**src/rtl/regfile_write_arbiter.sv**
```systemverilog
// Owns the regfile write port: sweeps INIT_VALUE into every entry after reset, then
// round-robin shares the port between ALU (req0) and load (req1) writeback, dropping x0 writes.
module regfile_write_arbiter #(
  parameter int                     register_count = 32,
  parameter int                     data_length    = 32,
  parameter logic [data_length-1:0] INIT_VALUE     = {data_length{1'b0}},
  localparam int                    AW             = $clog2(register_count)
) (
  input  logic                   clk,
  input  logic                   rst,
  input  logic                   req0_valid,
  input  logic [AW-1:0]          req0_addr,
  input  logic [data_length-1:0] req0_data,
  output logic                   req0_ready,
  input  logic                   req1_valid,
  input  logic [AW-1:0]          req1_addr,
  input  logic [data_length-1:0] req1_data,
  output logic                   req1_ready,
  output logic [AW-1:0]          w_addr_reg,
  output logic [data_length-1:0] w_data_reg,
  output logic                   w_ctrl_reg,
  output logic                   init_done,
  output logic                   wr_pending
);

  localparam logic [1:0]    ST_INIT  = 2'b01;
  localparam logic [1:0]    ST_RUN   = 2'b10;
  localparam logic [AW-1:0] LAST_IDX = AW'(register_count - 1);
  localparam logic [AW-1:0] ADDR_ONE = {{(AW-1){1'b0}}, 1'b1};

  logic [1:0]             state_q, state_d;
  logic [AW-1:0]          cnt_q, cnt_d;
  logic                   last_grant_q, last_grant_d;
  logic [AW-1:0]          w_addr_q, w_addr_d;
  logic [data_length-1:0] w_data_q, w_data_d;
  logic                   w_ctrl_q, w_ctrl_d;
  logic                   init_done_q, init_done_d;
  logic                   gnt0_s, gnt1_s;

  // Round-robin grant: on contention the requester that did not win last time goes first.
  always_comb begin
    gnt0_s = 1'b0;
    gnt1_s = 1'b0;
    if (state_q == ST_RUN) begin
      if (req0_valid && req1_valid) begin
        if (last_grant_q) begin
          gnt0_s = 1'b1;
        end else begin
          gnt1_s = 1'b1;
        end
      end else if (req0_valid) begin
        gnt0_s = 1'b1;
      end else if (req1_valid) begin
        gnt1_s = 1'b1;
      end else begin
        gnt0_s = 1'b0;
        gnt1_s = 1'b0;
      end
    end else begin
      gnt0_s = 1'b0;
      gnt1_s = 1'b0;
    end
  end

  // Next-state: init sweep, then registered writes from the granted requester.
  always_comb begin
    state_d      = state_q;
    cnt_d        = cnt_q;
    last_grant_d = last_grant_q;
    w_addr_d     = w_addr_q;
    w_data_d     = w_data_q;
    w_ctrl_d     = 1'b0;
    init_done_d  = init_done_q;
    case (state_q)
      ST_INIT: begin
        w_ctrl_d = 1'b1;
        w_addr_d = cnt_q;
        w_data_d = INIT_VALUE;
        if (cnt_q == LAST_IDX) begin
          state_d     = ST_RUN;
          init_done_d = 1'b1;
          cnt_d       = {AW{1'b0}};
        end else begin
          state_d = ST_INIT;
          cnt_d   = cnt_q + ADDR_ONE;
        end
      end
      ST_RUN: begin
        // x0 writes are accepted but never enabled, so x0 keeps reading zero.
        if (gnt0_s) begin
          w_addr_d     = req0_addr;
          w_data_d     = req0_data;
          w_ctrl_d     = (req0_addr != {AW{1'b0}});
          last_grant_d = 1'b0;
        end else if (gnt1_s) begin
          w_addr_d     = req1_addr;
          w_data_d     = req1_data;
          w_ctrl_d     = (req1_addr != {AW{1'b0}});
          last_grant_d = 1'b1;
        end else begin
          w_ctrl_d = 1'b0;
        end
      end
      default: begin
        state_d      = ST_INIT;
        cnt_d        = {AW{1'b0}};
        last_grant_d = 1'b1;
        w_ctrl_d     = 1'b0;
        init_done_d  = 1'b0;
      end
    endcase
  end

  // State and output registers; reset also kills any write registered but not yet landed.
  always_ff @(posedge clk or negedge rst) begin
    if (!rst) begin
      state_q      <= ST_INIT;
      cnt_q        <= {AW{1'b0}};
      last_grant_q <= 1'b1;
      w_addr_q     <= {AW{1'b0}};
      w_data_q     <= {data_length{1'b0}};
      w_ctrl_q     <= 1'b0;
      init_done_q  <= 1'b0;
    end else begin
      state_q      <= state_d;
      cnt_q        <= cnt_d;
      last_grant_q <= last_grant_d;
      w_addr_q     <= w_addr_d;
      w_data_q     <= w_data_d;
      w_ctrl_q     <= w_ctrl_d;
      init_done_q  <= init_done_d;
    end
  end

  assign req0_ready = gnt0_s;
  assign req1_ready = gnt1_s;
  assign w_addr_reg = w_addr_q;
  assign w_data_reg = w_data_q;
  assign w_ctrl_reg = w_ctrl_q;
  assign wr_pending = w_ctrl_q;
  assign init_done  = init_done_q;

endmodule

```
**config.mk**
```make
export PLATFORM = sky130hd
export DESIGN_NAME = regfile_write_arbiter
export DESIGN_NICKNAME = d
export VERILOG_FILES = /design/src/rtl/regfile_write_arbiter.sv
export SDC_FILE = /design/constraint.sdc
export NUM_CORES = 1
export LEC_CHECK = 0
export CORE_MARGIN = 2
export CORE_UTILIZATION = 35
export DETAILED_ROUTE_END_ITERATION = 10
export GPL_ROUTABILITY_DRIVEN = 0
export PLACE_DENSITY_LB_ADDON = 0.2
export SLEW_MARGIN = 20
export SYNTH_ARGS = -nofsm -noshare
export SYNTH_HDL_FRONTEND = slang
export SYNTH_SLANG_ARGS = --single-unit
```
**constraint.sdc**
```tcl
create_clock -name clk -period 2.6 [get_ports clk]
set_clock_uncertainty 0.2 [all_clocks]
set_input_delay 0.52 -clock clk [delete_from_list [all_inputs] [get_ports clk]]
set_output_delay 0.52 -clock clk [all_outputs]
set_load 0.02 [all_outputs]
```
==> results of run 1 <==
-- worst max-delay path: stages --
cell,delay (ps)
clkdlybuf4s50_1,590
nand2b_4,70
and3_4,190
nor2_1,90
dlygate4sd2_1,350
-- final timing paths --
check	start	to	slack [ps]	cells after the start
max in group asynchronous	rst	w_addr_reg[4]	1680	2
setup reg to reg	state_q[0]	w_ctrl_reg	490	6
setup / recovery	req1_valid	req1_ready	70	5
hold / removal	rst	cnt_q[0]	100	2
min in group clk	w_addr_reg[3]	w_addr_reg[3]	280	2
hold reg to reg	w_addr_reg[3]	w_addr_reg[3]	280	2
-- where the power goes --
part / total (uW) / switching, uW / internal, uW
registers: 838 / 35.7 / 802
logic: 554 / 250 / 304
clock network: 429 / 240 / 189
-- cell usage after synthesis --
library cell | count | area share
nand2_1 | 41 | 0.066
buf_2 | 5 | 0.011
o21ai_0 | 5 | 0.011
a41oi_1 | 1 | 0.0038
or4_1 | 2 | 0.0065
ha_1 | 4 | 0.022
or3_1 | 1 | 0.0027
o22ai_2 | 1 | 0.0054
buf_4 | 1 | 0.0032
o21ai_1 | 34 | 0.074
nand2b_4 | 1 | 0.0059
dfstp_2 | 2 | 0.023
and3_1 | 6 | 0.016
inv_1 | 4 | 0.0065
a31oi_1 | 2 | 0.0054
a22o_1 | 2 | 0.0076
a22oi_1 | 1 | 0.0032
a21o_1 | 1 | 0.0032
nor3_1 | 1 | 0.0022
o31ai_1 | 5 | 0.016
nor2_1 | 10 | 0.016
clkbuf_1 | 2 | 0.0032
buf_1 | 1 | 0.0016
and3_4 | 1 | 0.0049
a21oi_1 | 2 | 0.0043
clkbuf_2 | 2 | 0.0043
a211oi_1 | 5 | 0.016
dfrtp_1 | 45 | 0.49
nand2b_1 | 2 | 0.0054
nand4_1 | 1 | 0.0027
mux2i_1 | 32 | 0.14
nor2b_1 | 1 | 0.0027
buf_6 | 4 | 0.019
-- layout make-up --
cell class / instances / area [sq um]
Fill cell: 590 / 2723
Clock inverter: 1 / 5.005
Sequential cell: 47 / 1179
Clock buffer: 7 / 76.32
Timing Repair Buffer: 129 / 1259
Tap cell: 77 / 96.34
Inverter: 4 / 15.01
Multi-Input combinational cell: 162 / 1033
-- metal layers --
layer  part of all wire  track usage
met5                  0            0
met2               0.48       0.2763
met4              0.033      0.08658
met3              0.070      0.03502
met1               0.42       0.2134
-- cells in the final DEF, fill, tap and decap left out, drive strengths merged, types with 3 or more instances in the layout --
| master | Yosys | layout |
|---|---|---|
| a211oi | 5 | 5 |
| o21ai | 39 | 39 |
| ha | 4 | 4 |
| nor2 | 10 | 10 |
| nand2b | 3 | 3 |
| buf | 11 | 11 |
| o31ai | 5 | 5 |
| clkdlybuf4s50 | 0 | 116 |
| mux2i | 32 | 32 |
| inv | 4 | 4 |
| and3 | 7 | 7 |
| nand2 | 41 | 41 |
| dfrtp | 45 | 45 |
| clkbuf | 4 | 7 |
-- cells by family after synthesis --
logic type | count (synthesis)
DFF | 47
AOI/OAI and AO/OA | 59
adders and majority gates | 4
and+or+nand+nor | 67
buffers and inverters | 19
muxes | 32
-- stage by stage --
step	total power (uW)	worst slack (ps)	setup TNS [ps]	util
2_1_floorplan	1102	225.4	0	-
3_3_place_gp	1409	-190.0	-284.3	0.5613
3_5_place_dp	1418	-201.6	-308.4	0.5613
4_1_cts	1845	75.38	0	0.5737
5_1_grt	1921	5.762	0	0.5737
6_report	1821	66.82	0	0.5737
-- repair_timing --
item	in CTS	in global routing
buffers inserted	0	0
hold buffers	0	0
setup endpoints to repair	2	0
resized for setup	2	0
==> out/results.ini, run 1 <==
[pwr]
powerDensity_nw_per_um2=497.2
ir_worst_vdd_mv=0.2751
leakage_uw=0.001571

[floorplanning]
ioPinCount=120
fp.dieH_um=85.33
core_sq_um=6386
initial_utilization=0.3625
rows=29
die_x_um=85.33
die_area_sq_um=7280

[logic_synthesis]
synth_top_family_by_area=compound AO/OA/AOI/OAI gates
syn_area_sq_um=2315
synth-simple-area-share=0.1319
syn_inst=228
ys_seq_area_frac=0.5092
synth_seq_cells=47
synthAdderAreaFrac=0.02162
syn_avg_cell_area_sq_um=10.15
synth_cell_types=33
muxShareOfSynthArea=0.1384
syn_nets=310
ys_warn_count=0
synth_compound_area_frac=0.1497
synthXorXnorAreaFrac=0

[hold_path]
hp-class=primary input to async pin

[timing]
timing.hold.ws_ps=101.9
fmax_mhz=394.8
relSlewSlack=0.5961
finalSetupViolCount=0
rsz0062_at_grt=false
hold_violations=0
period_share=0.9743
period_needed_ps=2533
finalMaxSlewViolations=0
tightest_slew_ps=605.9

[drt]
final_antenna_net_count=0
wirelength_mm=6.051
drtIter0Drc=77
drc=0
drt_first_pass_iters=4
routedWlPerCell_um=14.17
vias=2120
vias_per_cell=4.965

[clock_tree]
cts_sinks=47
cts_tree=done
clk_pin_slew_ps=80
clock_latency_ps=290
cts_buffers=5
cts_max_path_buffers=2
cts-root-buf=clkbuf_8
htree_levels=2

[cells_and_area]
largest_register_ffs=32
area_growth_pct=58.27
diodes=0
nets=431
drive_above_1_share=0.06571
fin_cells=427
fin_area_sq_um=3664

[grt]
grt_pass1_vias=2067
antenna_found_initial=0
grt_start_max_net_pins=48
grt-ovfl-total=0
grt_pass1_wl_mm=9.791
track_usage=0.1698

[setup_path]
end_kind=output pin
cp-start-kind=primary input
timing_worst_setup_path_type=primary input to output pin
cp.required_ps=1880
critPathArrivalTime_ps=1810
path_max_fanout=4

[placement]
post_dp_cell_area_sq_um=3585
io_buffers=119
dp_cells=419
hpwl_mm=4.557

[status]
status=finished, final reports clean

[job]
drv_cap=0

Power figures use the tool's default switching activity.
==> run 2, diff against run 1 <==
--- a/config.mk
+++ b/config.mk
@@ -7,8 +7,9 @@
 export LEC_CHECK = 0
 export CORE_MARGIN = 2
 export CORE_UTILIZATION = 35
+export CTS_CLUSTER_DIAMETER = 200
 export DETAILED_ROUTE_END_ITERATION = 10
-export GPL_ROUTABILITY_DRIVEN = 0
+export GPL_ROUTABILITY_DRIVEN = 1
 export PLACE_DENSITY_LB_ADDON = 0.2
 export SLEW_MARGIN = 20
 export SYNTH_ARGS = -nofsm -noshare
==> results of run 2 <==
No change in the layout: final DEF, timing and power equal those of run 1.
